<file path="src/rtl/fp_div_pkg.sv">
// Shared FP definitions: bias, limits, canonical NaN, FSM states.
// Reused by fp_div and the later FP datapath blocks.
package fp_div_pkg;

  localparam int EXP_BIAS = 127;
  localparam int EXP_MAX  = 255;
  localparam int MANT_W   = 24;
  localparam int ITERS    = 25;

  localparam logic [31:0] QNAN = 32'h7FC0_0000;

  typedef enum logic [1:0] {
    IDLE = 2'd0,
    DIV  = 2'd1,
    NORM = 2'd2
  } state_e;

  typedef struct packed {
    logic zero;
    logic infnan;
  } cls_t;

  typedef struct packed {
    logic [31:0] res;
    logic        ovf;
    logic        unf;
    logic        exc;
  } out_t;

  // Class is decided on the exponent field alone; denormals read as zero.
  function automatic cls_t classify(input logic [7:0] e);
    cls_t c;
    c.zero   = (e == 8'h00);
    c.infnan = (e == 8'hFF);
    return c;
  endfunction

endpackage

</file>
<file path="src/rtl/fp_div_if.sv">
// Request/response bundle of the FP divider.
// master drives start and operands, slave returns result and flags.
interface fp_div_if;

  logic        start;
  logic [31:0] op_a;
  logic [31:0] op_b;
  logic        done;
  logic        busy;
  logic        overflow;
  logic        underflow;
  logic        exception;
  logic [31:0] res;

  modport master (
    output start, op_a, op_b,
    input  done, busy, overflow,
    input  underflow, exception, res
  );

  modport slave (
    input  start, op_a, op_b,
    output done, busy, overflow,
    output underflow, exception, res
  );

endinterface

</file>
<file path="src/rtl/fp_mant_div.sv">
// Radix-2 restoring mantissa divider, one quotient bit per cycle.
// Produces q = floor(Ma * 2^24 / Mb), MSB first over ITERS cycles.
module fp_mant_div
  import fp_div_pkg::*;
(
  input  logic              clk,
  input  logic              rst,
  input  logic              start_i,
  input  logic [MANT_W-1:0] ma_i,
  input  logic [MANT_W-1:0] mb_i,
  output logic              done_o,
  output logic [MANT_W:0]   q_o
);

  logic              run_q, run_d;
  logic [4:0]        cnt_q, cnt_d;
  logic [MANT_W+1:0] r_q, r_d;
  logic [MANT_W-1:0] mb_q, mb_d;
  logic [MANT_W:0]   q_q, q_d;
  logic [MANT_W:0]   trial;
  logic [MANT_W:0]   rem;
  logic              ge;
  logic              last;

  assign last = run_q && (cnt_q == 5'(ITERS - 1));

  // R stays below 2*Mb, so bit 25 is clear whenever the trial is kept.
  always_comb begin
    run_d = run_q;
    cnt_d = cnt_q;
    r_d   = r_q;
    mb_d  = mb_q;
    q_d   = q_q;
    ge    = (r_q >= {2'b00, mb_q});
    trial = r_q[MANT_W:0] - {1'b0, mb_q};
    rem   = ge ? trial : r_q[MANT_W:0];
    if (start_i) begin
      run_d = 1'b1;
      cnt_d = '0;
      r_d   = {2'b00, ma_i};
      mb_d  = mb_i;
      q_d   = '0;
    end else if (run_q) begin
      r_d = {rem, 1'b0};
      q_d = {q_q[MANT_W-1:0], ge};
      if (last) begin
        run_d = 1'b0;
        cnt_d = '0;
      end else begin
        cnt_d = cnt_q + 5'd1;
      end
    end
  end

  always_ff @(posedge clk or posedge rst) begin
    if (rst) begin
      run_q <= 1'b0;
      cnt_q <= '0;
      r_q   <= '0;
      mb_q  <= '0;
      q_q   <= '0;
    end else begin
      run_q <= run_d;
      cnt_q <= cnt_d;
      r_q   <= r_d;
      mb_q  <= mb_d;
      q_q   <= q_d;
    end
  end

  assign done_o = last;
  assign q_o    = q_q;

endmodule

</file>
<file path="src/rtl/fp_div.sv">
// Iterative IEEE-754 single-precision divider, truncating, fixed latency.
// Owns unpack, special cases, exponent and pack around fp_mant_div.
module fp_div
  import fp_div_pkg::*;
(
  input  logic     clk,
  input  logic     rst,
  fp_div_if.slave  bus
);

  localparam logic signed [9:0] EMAX  = 10'(EXP_MAX);
  localparam logic signed [9:0] EBIAS = 10'(EXP_BIAS);

  state_e state_q, state_d;

  logic       sign_q;
  logic [7:0] ea_q, eb_q;
  cls_t       ca_q, cb_q;
  cls_t       ca_in, cb_in;
  out_t       out_q, out_d;
  logic       done_q;

  logic        load;
  logic        fin;
  logic        md_done;
  logic [24:0] q;

  logic signed [9:0] e_raw;
  logic signed [9:0] e_n;
  logic [22:0]       man;

  assign ca_in = classify(bus.op_a[30:23]);
  assign cb_in = classify(bus.op_b[30:23]);

  fp_mant_div u_mant_div (
    .clk     (clk),
    .rst     (rst),
    .start_i (load),
    .ma_i    ({1'b1, bus.op_a[22:0]}),
    .mb_i    ({1'b1, bus.op_b[22:0]}),
    .done_o  (md_done),
    .q_o     (q)
  );

  always_comb begin
    state_d = state_q;
    load    = 1'b0;
    fin     = 1'b0;
    unique case (state_q)
      IDLE: begin
        if (bus.start) begin
          state_d = DIV;
          load    = 1'b1;
        end
      end
      DIV: begin
        if (md_done) state_d = NORM;
      end
      NORM: begin
        state_d = IDLE;
        fin     = 1'b1;
      end
      default: state_d = IDLE;
    endcase
  end

  always_ff @(posedge clk or posedge rst) begin
    if (rst) state_q <= IDLE;
    else     state_q <= state_d;
  end

  always_ff @(posedge clk or posedge rst) begin
    if (rst) begin
      sign_q <= 1'b0;
      ea_q   <= '0;
      eb_q   <= '0;
      ca_q   <= '0;
      cb_q   <= '0;
    end else if (load) begin
      sign_q <= bus.op_a[31] ^ bus.op_b[31];
      ea_q   <= bus.op_a[30:23];
      eb_q   <= bus.op_b[30:23];
      ca_q   <= ca_in;
      cb_q   <= cb_in;
    end
  end

  // Quotient lies in (0.5, 2): q[24] picks which half, exponent follows.
  assign e_raw = 10'({2'b00, ea_q}) - 10'({2'b00, eb_q}) + EBIAS;
  assign e_n   = q[24] ? e_raw : e_raw - 10'sd1;
  assign man   = q[24] ? q[23:1] : q[22:0];

  always_comb begin
    out_d = '0;
    if (ca_q.infnan || cb_q.infnan || (ca_q.zero && cb_q.zero)) begin
      out_d.res = QNAN;
      out_d.exc = 1'b1;
    end else if (cb_q.zero) begin
      out_d.res = {sign_q, 8'hFF, 23'd0};
      out_d.exc = 1'b1;
    end else if (ca_q.zero) begin
      out_d.res = {sign_q, 31'd0};
    end else if (e_n >= EMAX) begin
      out_d.res = {sign_q, 8'hFF, 23'd0};
      out_d.ovf = 1'b1;
    end else if (e_n <= 10'sd0) begin
      out_d.res = {sign_q, 31'd0};
      out_d.unf = 1'b1;
    end else begin
      out_d.res = {sign_q, e_n[7:0], man};
    end
  end

  always_ff @(posedge clk or posedge rst) begin
    if (rst) begin
      out_q  <= '0;
      done_q <= 1'b0;
    end else begin
      done_q <= fin;
      if (fin) out_q <= out_d;
    end
  end

  assign bus.done      = done_q;
  assign bus.busy      = (state_q != IDLE);
  assign bus.res       = out_q.res;
  assign bus.overflow  = out_q.ovf;
  assign bus.underflow = out_q.unf;
  assign bus.exception = out_q.exc;

endmodule

</file>
<file path="src/flat_wrapper.sv">
// flat-port wrapper written by rule: the top's interface ports become plain ports
module fp_div_flat import fp_div_pkg::*;
  (clk, rst, bus_start, bus_op_a, bus_op_b, bus_done, bus_busy, bus_overflow, bus_underflow, bus_exception, bus_res);
  fp_div_if bus_i ();
  input  logic clk;
  input  logic rst;
  input wire logic [$bits(bus_i.start)-1:0] bus_start;
  input wire logic [$bits(bus_i.op_a)-1:0] bus_op_a;
  input wire logic [$bits(bus_i.op_b)-1:0] bus_op_b;
  output wire logic [$bits(bus_i.done)-1:0] bus_done;
  output wire logic [$bits(bus_i.busy)-1:0] bus_busy;
  output wire logic [$bits(bus_i.overflow)-1:0] bus_overflow;
  output wire logic [$bits(bus_i.underflow)-1:0] bus_underflow;
  output wire logic [$bits(bus_i.exception)-1:0] bus_exception;
  output wire logic [$bits(bus_i.res)-1:0] bus_res;
  assign bus_i.start = bus_start;
  assign bus_i.op_a = bus_op_a;
  assign bus_i.op_b = bus_op_b;
  assign bus_done = bus_i.done;
  assign bus_busy = bus_i.busy;
  assign bus_overflow = bus_i.overflow;
  assign bus_underflow = bus_i.underflow;
  assign bus_exception = bus_i.exception;
  assign bus_res = bus_i.res;
  fp_div u_core (.clk(clk), .rst(rst), .bus(bus_i));
endmodule
</file>
<file path="config.mk">
export PLATFORM = sky130hd
export DESIGN_NAME = fp_div_flat
export DESIGN_NICKNAME = d
export VERILOG_FILES = /design/src/rtl/fp_div_pkg.sv /design/src/rtl/fp_div_if.sv /design/src/rtl/fp_mant_div.sv /design/src/rtl/fp_div.sv /design/src/flat_wrapper.sv
export SDC_FILE = /design/constraint.sdc
export NUM_CORES = 1
export LEC_CHECK = 0
export ABC_AREA = 1
export BUFFER_PORTS_ARGS = -buffer_cell sky130_fd_sc_hd__clkbuf_2
export CORE_MARGIN = 1.5
export CORE_UTILIZATION = 30
export CTS_CLUSTER_SIZE = 8
export DETAILED_ROUTE_END_ITERATION = 7
export SLEW_MARGIN = 20
export SYNTH_ARGS = -nofsm -noshare
export SYNTH_HDL_FRONTEND = slang
export SYNTH_SLANG_ARGS = --single-unit
export TNS_END_PERCENT = 30
</file>
<file path="constraint.sdc">
create_clock -name clk -period 6.39 [get_ports clk]
set_clock_uncertainty 0.15 [all_clocks]
set_input_delay 0.3195 -clock clk [delete_from_list [all_inputs] [get_ports clk]]
set_output_delay 0.3195 -clock clk [all_outputs]
set_load 0.1 [all_outputs]
</file>
==> metrics.md, run 1 <==
| Metric | Value |
|---|---|
| Run status | completed |
| WL per Instance | 13.1 um |
| Min-delay src | bus_op_a[0] |
| Most common cell after layout, fill and taps aside | nand2_1 |
| Reg area | around 0.0035 sq mm |
| Rel. slew slack | 0.295 |
| GRT Util Overall | 0.156 |
| TritonCTS Sinks | 140 |
| CP endpoint kind | flop |
| # port buffers | roughly 100 |
| Final Instance Area | 0.0103 sq mm |
| Post CTS Setup Buffer Count | 0 |
| CP startpoint | u_core.eb_q[0]$_DFFE_PP0P_ |
| Max-cap violations | 0 |
| Final Non-Filler Cells | about 1.6k |
| Total iterations of the first detailed-routing run | 5 |
| Vias in the first global route | approximately 7.6k |
| Setup TNS | 0 ns |
| Die Wd | about 170 um |
| Setup crit start kind | flop |
| Post-CTS Hold Fix Bufs | between 40 and 50 |
| 1st-iter DRT viols | 439 |
| Initial antenna violation count | 0 |
| Pin slew with the least headroom to its limit | between 1 and 1.5 ns |
| Clk slew on worst S/H paths | ~0.06 ns |
| Critical path arrival | between 4 and 5 ns |
| DP Area | 0.00927 sq mm |
| Num ports | around 100 |
| Largest area contributor in the netlist | dfrtp_1 |
| Post-DP HPWL | about 15 mm |
| Final ANT Viol Nets | 0 |
| Area Growth Syn to Fin | 22.0% |
| Detailed-route via count | between 7k and 8k |
| Routed vias/inst | 4.72 |
| Most frequent cells in the layout | 319 x nand2_1, 140 x dfrtp_1, 135 x inv_1 |
| Synth Instances | between 1k and 1.5k |
| Post-layout minimum cycle time | between 3 and 4 ns |
| Data required, critical path | between 6 and 7 ns |
| Worst r2r src | u_core.eb_q[0]$_DFFE_PP0P_ |
| Insertion delay to the later sink of the worst-skew pair | 0.43 ns |
| Root Buffer | clkbuf_16 |
| Fill count | between 2k and 3k |
| Die ar. | 0.0291 sq mm |
| Global-route wire length before repair | 36.4 mm |
| Final RePlAce weighted congestion | between 0.8 and 0.9 |
| Placed cells | 1,571 |
| Post-synthesis register bit count | 140 |
| F_max | approximately 0.25 GHz |
| Core area | ~0.028 sq mm |
| Row count | 61 |
| Final Hold Fails | 0 |
| Htree depth | 4 |
| WL final | approximately 22 mm |
| Worst r2r path cells | 18 |
| Synth Area per Inst | about 7.5 sq um |
| Final Setup Violations | 0 |
| Number of remaining DRC errors | 0 |
| Ratio of cells with drive above 1 in the final layout | 0.137 |
| Worst Hold Class | input pin to flop |
| Number of max-slew violations in the final report | 0 |
| Yosys warns | 0 |
| Diode count | 0 |
| Post-synth cell types | 41 |
| GR Overflow Total | 0 |
| Pre-CTS setup slack | between 2 and 2.5 ns |
| WHS Path Cells | 3 |
| Critical Path Fanout Max | 30 |
| Die H | 171 um |
| Kind of critical path | flop to flop |
| Gates resized, CTS repair | 0 |
| Ranking of synthesized cells by area | dfrtp_1 42%, nand2_1 14%, o21ai_0 6.5%, inv_1 6.1%, ha_1 5.3% |
| Pin count of the biggest net entering global routing | 80 |
| Syn_nets | 1,231 |
| Worst setup margin | ~2.4 ns |
| Clock Path Buffers | 2 |
| Final period utilization | 0.623 |
| Multi-input combinational cell area | 0.00418 sq mm |
| Nets | 1,358 |
| CTS tree | done |
| CTS Buf Count | 17 |
| RSZ-0062 raised after global routing | false |
| Initial core utilization | 0.305 |
| Post-Syn Area | approximately 0.0084 sq mm |
| Seq/Total Area, Yosys | 0.415 |
| Share of the synthesized area in the top cell type | 0.415 |
logic make-up (layout without fill, tap and decap cells):
kind of cell	Yosys count	in the layout	synth area share
flip-flops	140	140	0.415
XOR/XNOR	25	25	0.0259
AND/OR/NAND/NOR	510	510	0.258
buffers and inverters	188	328	0.0901
AO/OA/AOI/OAI	225	225	0.152
adder cells (fa/ha/maj)	38	38	0.0581
final cells by class:
class	count	area share
multi-input combinational	798	0.405
timing repair buffer	152	0.0957
tap	378	0.0459
clock inverter	14	0.0181
clock buffer	18	0.0417
inverter	144	0.0530
sequential	140	0.340
worst max-delay path: stages, from the launching register on:
cell and delay (ns):
dfrtp_1 0.38, ha_1 0.20, inv_1 0.10, fa_1 0.42, inv_1 0.14, ha_1 0.20
nand2_2 0.07, clkinv_1 0.07, nand3_2 0.10, nor2_2 0.13, nand3_1 0.12, nand2_1 0.13
nor2_1 0.06, nand2_1 0.09, nor2_1 0.05, a21oi_1 0.57, nand2_2 0.54, nand4_1 0.25
nand2_1 0.08
routing by layer:
metal / share of wire / up-vias / global-route usage
met5: 0 / - / 0
met4: 0.012 / 0 / 0.0431
met3: 0.034 / 19 / 0.0257
met2: 0.47 / 142 / 0.264
met1: 0.48 / 3637 / 0.205
li1: - / 3965 / -
Yosys cell counts, drive strengths merged:
| cell | instances |
|---|---|
| a21o | 5 |
| a21oi | 40 |
| a221oi | 1 |
| a22o | 6 |
| a31oi | 3 |
| and2 | 1 |
| buf | 18 |
| clkbuf | 26 |
| clkinv | 3 |
| dfrtp | 140 |
| fa | 2 |
| ha | 36 |
| inv | 141 |
| nand2 | 332 |
| nand3 | 68 |
| nand3b | 1 |
| nand4 | 32 |
| nor2 | 64 |
| nor3 | 7 |
| nor4 | 2 |
| o2111ai | 1 |
| o211ai | 17 |
| o21a | 1 |
| o21ai | 114 |
| o21bai | 6 |
| o22ai | 28 |
| o41ai | 3 |
| or2 | 3 |
| xnor2 | 14 |
| xor2 | 11 |
path summary, 6_finish.rpt:
check                                                          to  slack [ns]
setup / recovery                   u_core.bus.res[16]$_DFFE_PP0P_        2.41
hold / removal               u_core.u_mant_div.r_q[0]$_DFFE_PP0P_        0.01
setup reg to reg                   u_core.bus.res[16]$_DFFE_PP0P_        2.41
hold reg to reg            u_core.u_mant_div.mb_q[23]$_DFFE_PP0P_        0.32
max in group asynchronous          u_core.bus.res[26]$_DFFE_PP0P_        4.47
min in group asynchronous  u_core.u_mant_div.mb_q[21]$_DFFE_PP0P_        0.37
sequential cells by signal, summed over array words and instances, names as in the netlist:
signal	flops
u_core.u_mant_div.r_q	26
u_core.u_mant_div.cnt_q	5
u_core.sign_q	1
u_core.cb_q	2
u_core.bus.underflow	1
u_core.bus.done	1
u_core.ca_q	2
u_core.u_mant_div.q_o	25
u_core.bus.overflow	1
u_core.u_mant_div.mb_q	24
u_core.bus.res	32
u_core.bus.exception	1
u_core.eb_q	8
u_core.u_mant_div.run_q	1
u_core.ea_q	8
u_core.state_q	2
through the flow:
stage	util	hold slack, ns
2_1_floorplan	-	0.266
3_3_place_gp	0.335	0.300
3_5_place_dp	0.335	0.309
4_1_cts	0.372	0.00151
5_1_grt	0.372	0.0159
6_report	0.372	0.0113
Power of run 1 is left out: the tool's default activity adds up to more than one toggle a clock period on the data nets, which glitch-free logic cannot reach.
==> run 2, diff against run 1 <==
==> constraint.sdc (replaced) <==
create_clock -name clk -period 3.7 [get_ports clk]
set_clock_uncertainty 0.15 [all_clocks]
set_input_delay 0.185 -clock clk [delete_from_list [all_inputs] [get_ports clk]]
set_output_delay 0.185 -clock clk [all_outputs]
set_load 0.1 [all_outputs]
==> metrics.md, run 2 (synthesis results as in run 1) <==
| Metric | Value |
|---|---|
| Initial core utilization | 0.305 (unchanged) |
| Diode count | 0 (unchanged) |
| TritonCTS Sinks | 140 (unchanged) |
| Post-DP HPWL | 15.1 mm (about the same) |
| Setup TNS | 0 ns (unchanged) |
| Post CTS Setup Buffer Count | 0 (unchanged) |
| Most used routing layer | met2 (unchanged) |
| Max FFs per register | 32 (unchanged) |
| Total iterations of the first detailed-routing run | 5 (unchanged) |
| Critical path arrival | 3.48 ns (was 4.14 ns) |
| Number of max-slew violations in the final report | 0 (unchanged) |
| Die H | 171 um (unchanged) |
| Clk slew on worst S/H paths | 0.06 ns (about the same) |
| Met2 Usage GRT | 0.267 (was 0.264) |
| WHS Path Cells | 3 (unchanged) |
| CP endpoint kind | flop (unchanged) |
| Worst reg2reg endpoint | u_core.bus.res[17]$_DFFE_PP0P_ (was u_core.bus.res[16]$_DFFE_PP0P_) |
| Run status | completed (unchanged) |
| CTS tree | done (unchanged) |
| Pin slew with the least headroom to its limit | 0.942 ns (was 1.05 ns) |
| Clock Path Buffers | 2 (unchanged) |
| Hold EP | u_core.u_mant_div.r_q[12]$_DFFE_PP0P_ (was u_core.u_mant_div.r_q[0]$_DFFE_PP0P_) |
| Final Hold Fails | 0 (unchanged) |
| Min-delay src | bus_op_a[12] (was bus_op_a[0]) |
| # port buffers | 103 (unchanged) |
| Setup crit start kind | flop (unchanged) |
| Pin count of the biggest net entering global routing | 111 (was 80) |
| Vias in the first global route | 7,601 (was 7,570) |
| Met1 Use GR | 0.207 (was 0.205) |
| R2R Setup Slk | 0.38 ns (was 2.41 ns) |
| Htree depth | 4 (unchanged) |
| GRT Util Overall | 0.159 (was 0.156) |
| Final ANT Viol Nets | 0 (unchanged) |
| Ratio of cells with drive above 1 in the final layout | 0.140 (was 0.137) |
| 1st-iter DRT viols | 394 (was 439) |
| Critical Path Fanout Max | 9 (was 30) |
| Row count | 61 (unchanged) |
| Insertion delay to the later sink of the worst-skew pair | 0.43 ns (about the same) |
| Largest stage delay, worst path | 0.41 ns (was 0.57 ns) |
| Final RePlAce weighted congestion | 0.881 (was 0.871) |
| Critical Path Most Common Cell | nand2_1 (unchanged) |
| Max-cap violations | 0 (unchanged) |
| WL per Instance | 12.8 um (was 13.1 um) |
| Routed vias/inst | 4.65 (was 4.72) |
| Most frequent cells in the layout | 319 x nand2_1, 140 x dfrtp_1, 135 x inv_1 (unchanged) |
| Die ar. | 0.0291 sq mm (unchanged) |
| Final period utilization | 0.897 (was 0.623) |
| WL final | 21.5 mm (about the same) |
| Worst r2r path cells | 22 (was 18) |
| Most common cell after layout, fill and taps aside | nand2_1 (unchanged) |
| Global-route wire length before repair | 37.1 mm (was 36.4 mm) |
| Initial antenna violation count | 0 (unchanged) |
| RSZ-0062 raised after global routing | false (unchanged) |
| GR Overflow Total | 0 (unchanged) |
| Met3 Usage GRT | 0.0342 (was 0.0257) |
| Post-layout minimum cycle time | 3.32 ns (was 3.98 ns) |
| Nets | 1,394 (was 1,358) |
| Root Buffer | clkbuf_16 (unchanged) |
| Number of remaining DRC errors | 0 (unchanged) |
| CTS Buf Count | 17 (unchanged) |
| Core area | 0.0277 sq mm (unchanged) |
| Final Setup Violations | 0 (unchanged) |
| Area Growth Syn to Fin | 25.8% (was 22.0%) |
| Worst Hold Class | input pin to flop (unchanged) |
| Worst-path cell chain | ha_1 -> inv_1 -> fa_1 -> inv_1 -> ha_1 -> nand3b_1 -> nand2_2 -> nor2_1 -> inv_1 -> nor2_1 -> nand2_1 -> nor2_1 -> nand2_1 -> nand2_1 -> inv_1 -> nor2_1 -> nand2_1 -> nand2_1 -> nand2_2 -> buf_4 -> nand4_1 -> nand2_1 (was ha_1 -> inv_1 -> fa_1 -> inv_1 -> ha_1 -> nand2_2 -> clkinv_1 -> nand3_2 -> nor2_2 -> nand3_1 -> nand2_1 -> nor2_1 -> nand2_1 -> nor2_1 -> a21oi_1 -> nand2_2 -> nand4_1 -> nand2_1) |
| Worst path slowest cell | fa_1 (was a21oi_1) |
| Detailed-route via count | 7,815 (was 7,763) |
| Worst r2r src | u_core.eb_q[0]$_DFFE_PP0P_ (unchanged) |
| Data required, critical path | 3.86 ns (was 6.55 ns) |
| Num ports | 104 (unchanged) |
| Rel. slew slack | 0.370 (was 0.295) |
| Die Wd | 171 um (unchanged) |
| F_max | 0.301 GHz (was 0.251 GHz) |
| Kind of critical path | flop to flop (unchanged) |
==> run 2: cell count changes in the layout (fill, tap and decap cells not counted) <==
cell	before	now
bufinv_16	3	1
buf_12	0	1
clkbuf_1	1	0
inv_6	4	7
dlygate4sd3_1	41	70
clkinv_4	5	2
buf_6	0	1
clkinvlp_4	2	3
inv_8	1	2
buf_4	8	13
clkinv_2	0	1
==> run 2: cell type report <==
cell class	count	area (sq um)
repair buffers	188	1350
multi-input cells	798	4180
clock inverters	15	151
fillers	2851	17100
flip-flops and latches	140	3500
well taps	378	473
inverters	144	544
clock buffers	17	425
==> run 2: how the worst max path moves through the flow <==
stage / start / endpoint / cells past startpoint
5_1_grt: u_core.eb_q[0]$_DFFE_PP0P_ / u_core.bus.res[11]$_DFFE_PP0P_ / 22
2_1_floorplan: u_core.eb_q[0]$_DFFE_PP0P_ / u_core.bus.res[0]$_DFFE_PP0P_ / 20
6_report: u_core.eb_q[0]$_DFFE_PP0P_ / u_core.bus.res[17]$_DFFE_PP0P_ / 22
3_3_place_gp: u_core.eb_q[0]$_DFFE_PP0P_ / u_core.bus.res[21]$_DFFE_PP0P_ / 22
3_5_place_dp: u_core.eb_q[0]$_DFFE_PP0P_ / u_core.bus.res[1]$_DFFE_PP0P_ / 22
4_1_cts: u_core.eb_q[0]$_DFFE_PP0P_ / u_core.bus.res[1]$_DFFE_PP0P_ / 22
==> run 2: per-stage QoR <==
stage | hold WS (ns) | std cells | util | instance area, sq um | setup slack (ns)
after floorplan | 0.131 | 1126 | - | 8440 | 0.642
after global placement | 0.227 | 1578 | 0.337 | 9340 | 0.471
after detailed placement | 0.227 | 1578 | 0.337 | 9340 | 0.364
after CTS | 0.101 | 1680 | 0.383 | 10600 | 0.348
after global routing | 0.132 | 1680 | 0.383 | 10600 | 0.0269
final | 0.0850 | 1680 | 0.383 | 10600 | 0.381
==> run 2: critical path, delay by kind of cell (launching register included) <==
family / cells / cell delay, ns
adder cells (fa/ha/maj): 3 / 0.80
buffers and inverters: 5 / 0.56
flip-flops: 1 / 0.39
AND/OR/NAND/NOR: 14 / 1.30
==> run 2: repair_timing <==
action / in CTS / in global routing
endpoints found under the hold margin: 206 / 0
resized for setup: 0 / 1
endpoints found under the setup margin: 0 / 2
hold buffers: 70 / 0
==> run 2: metal layers <==
layer / vias up / routed length, um
met2: 128 / 10100
met4: 0 / 284
li1: 4043 / -
met5: - / 0
met3: 20 / 597
met1: 3624 / 10500
Power of run 2 is left out for the same reason.
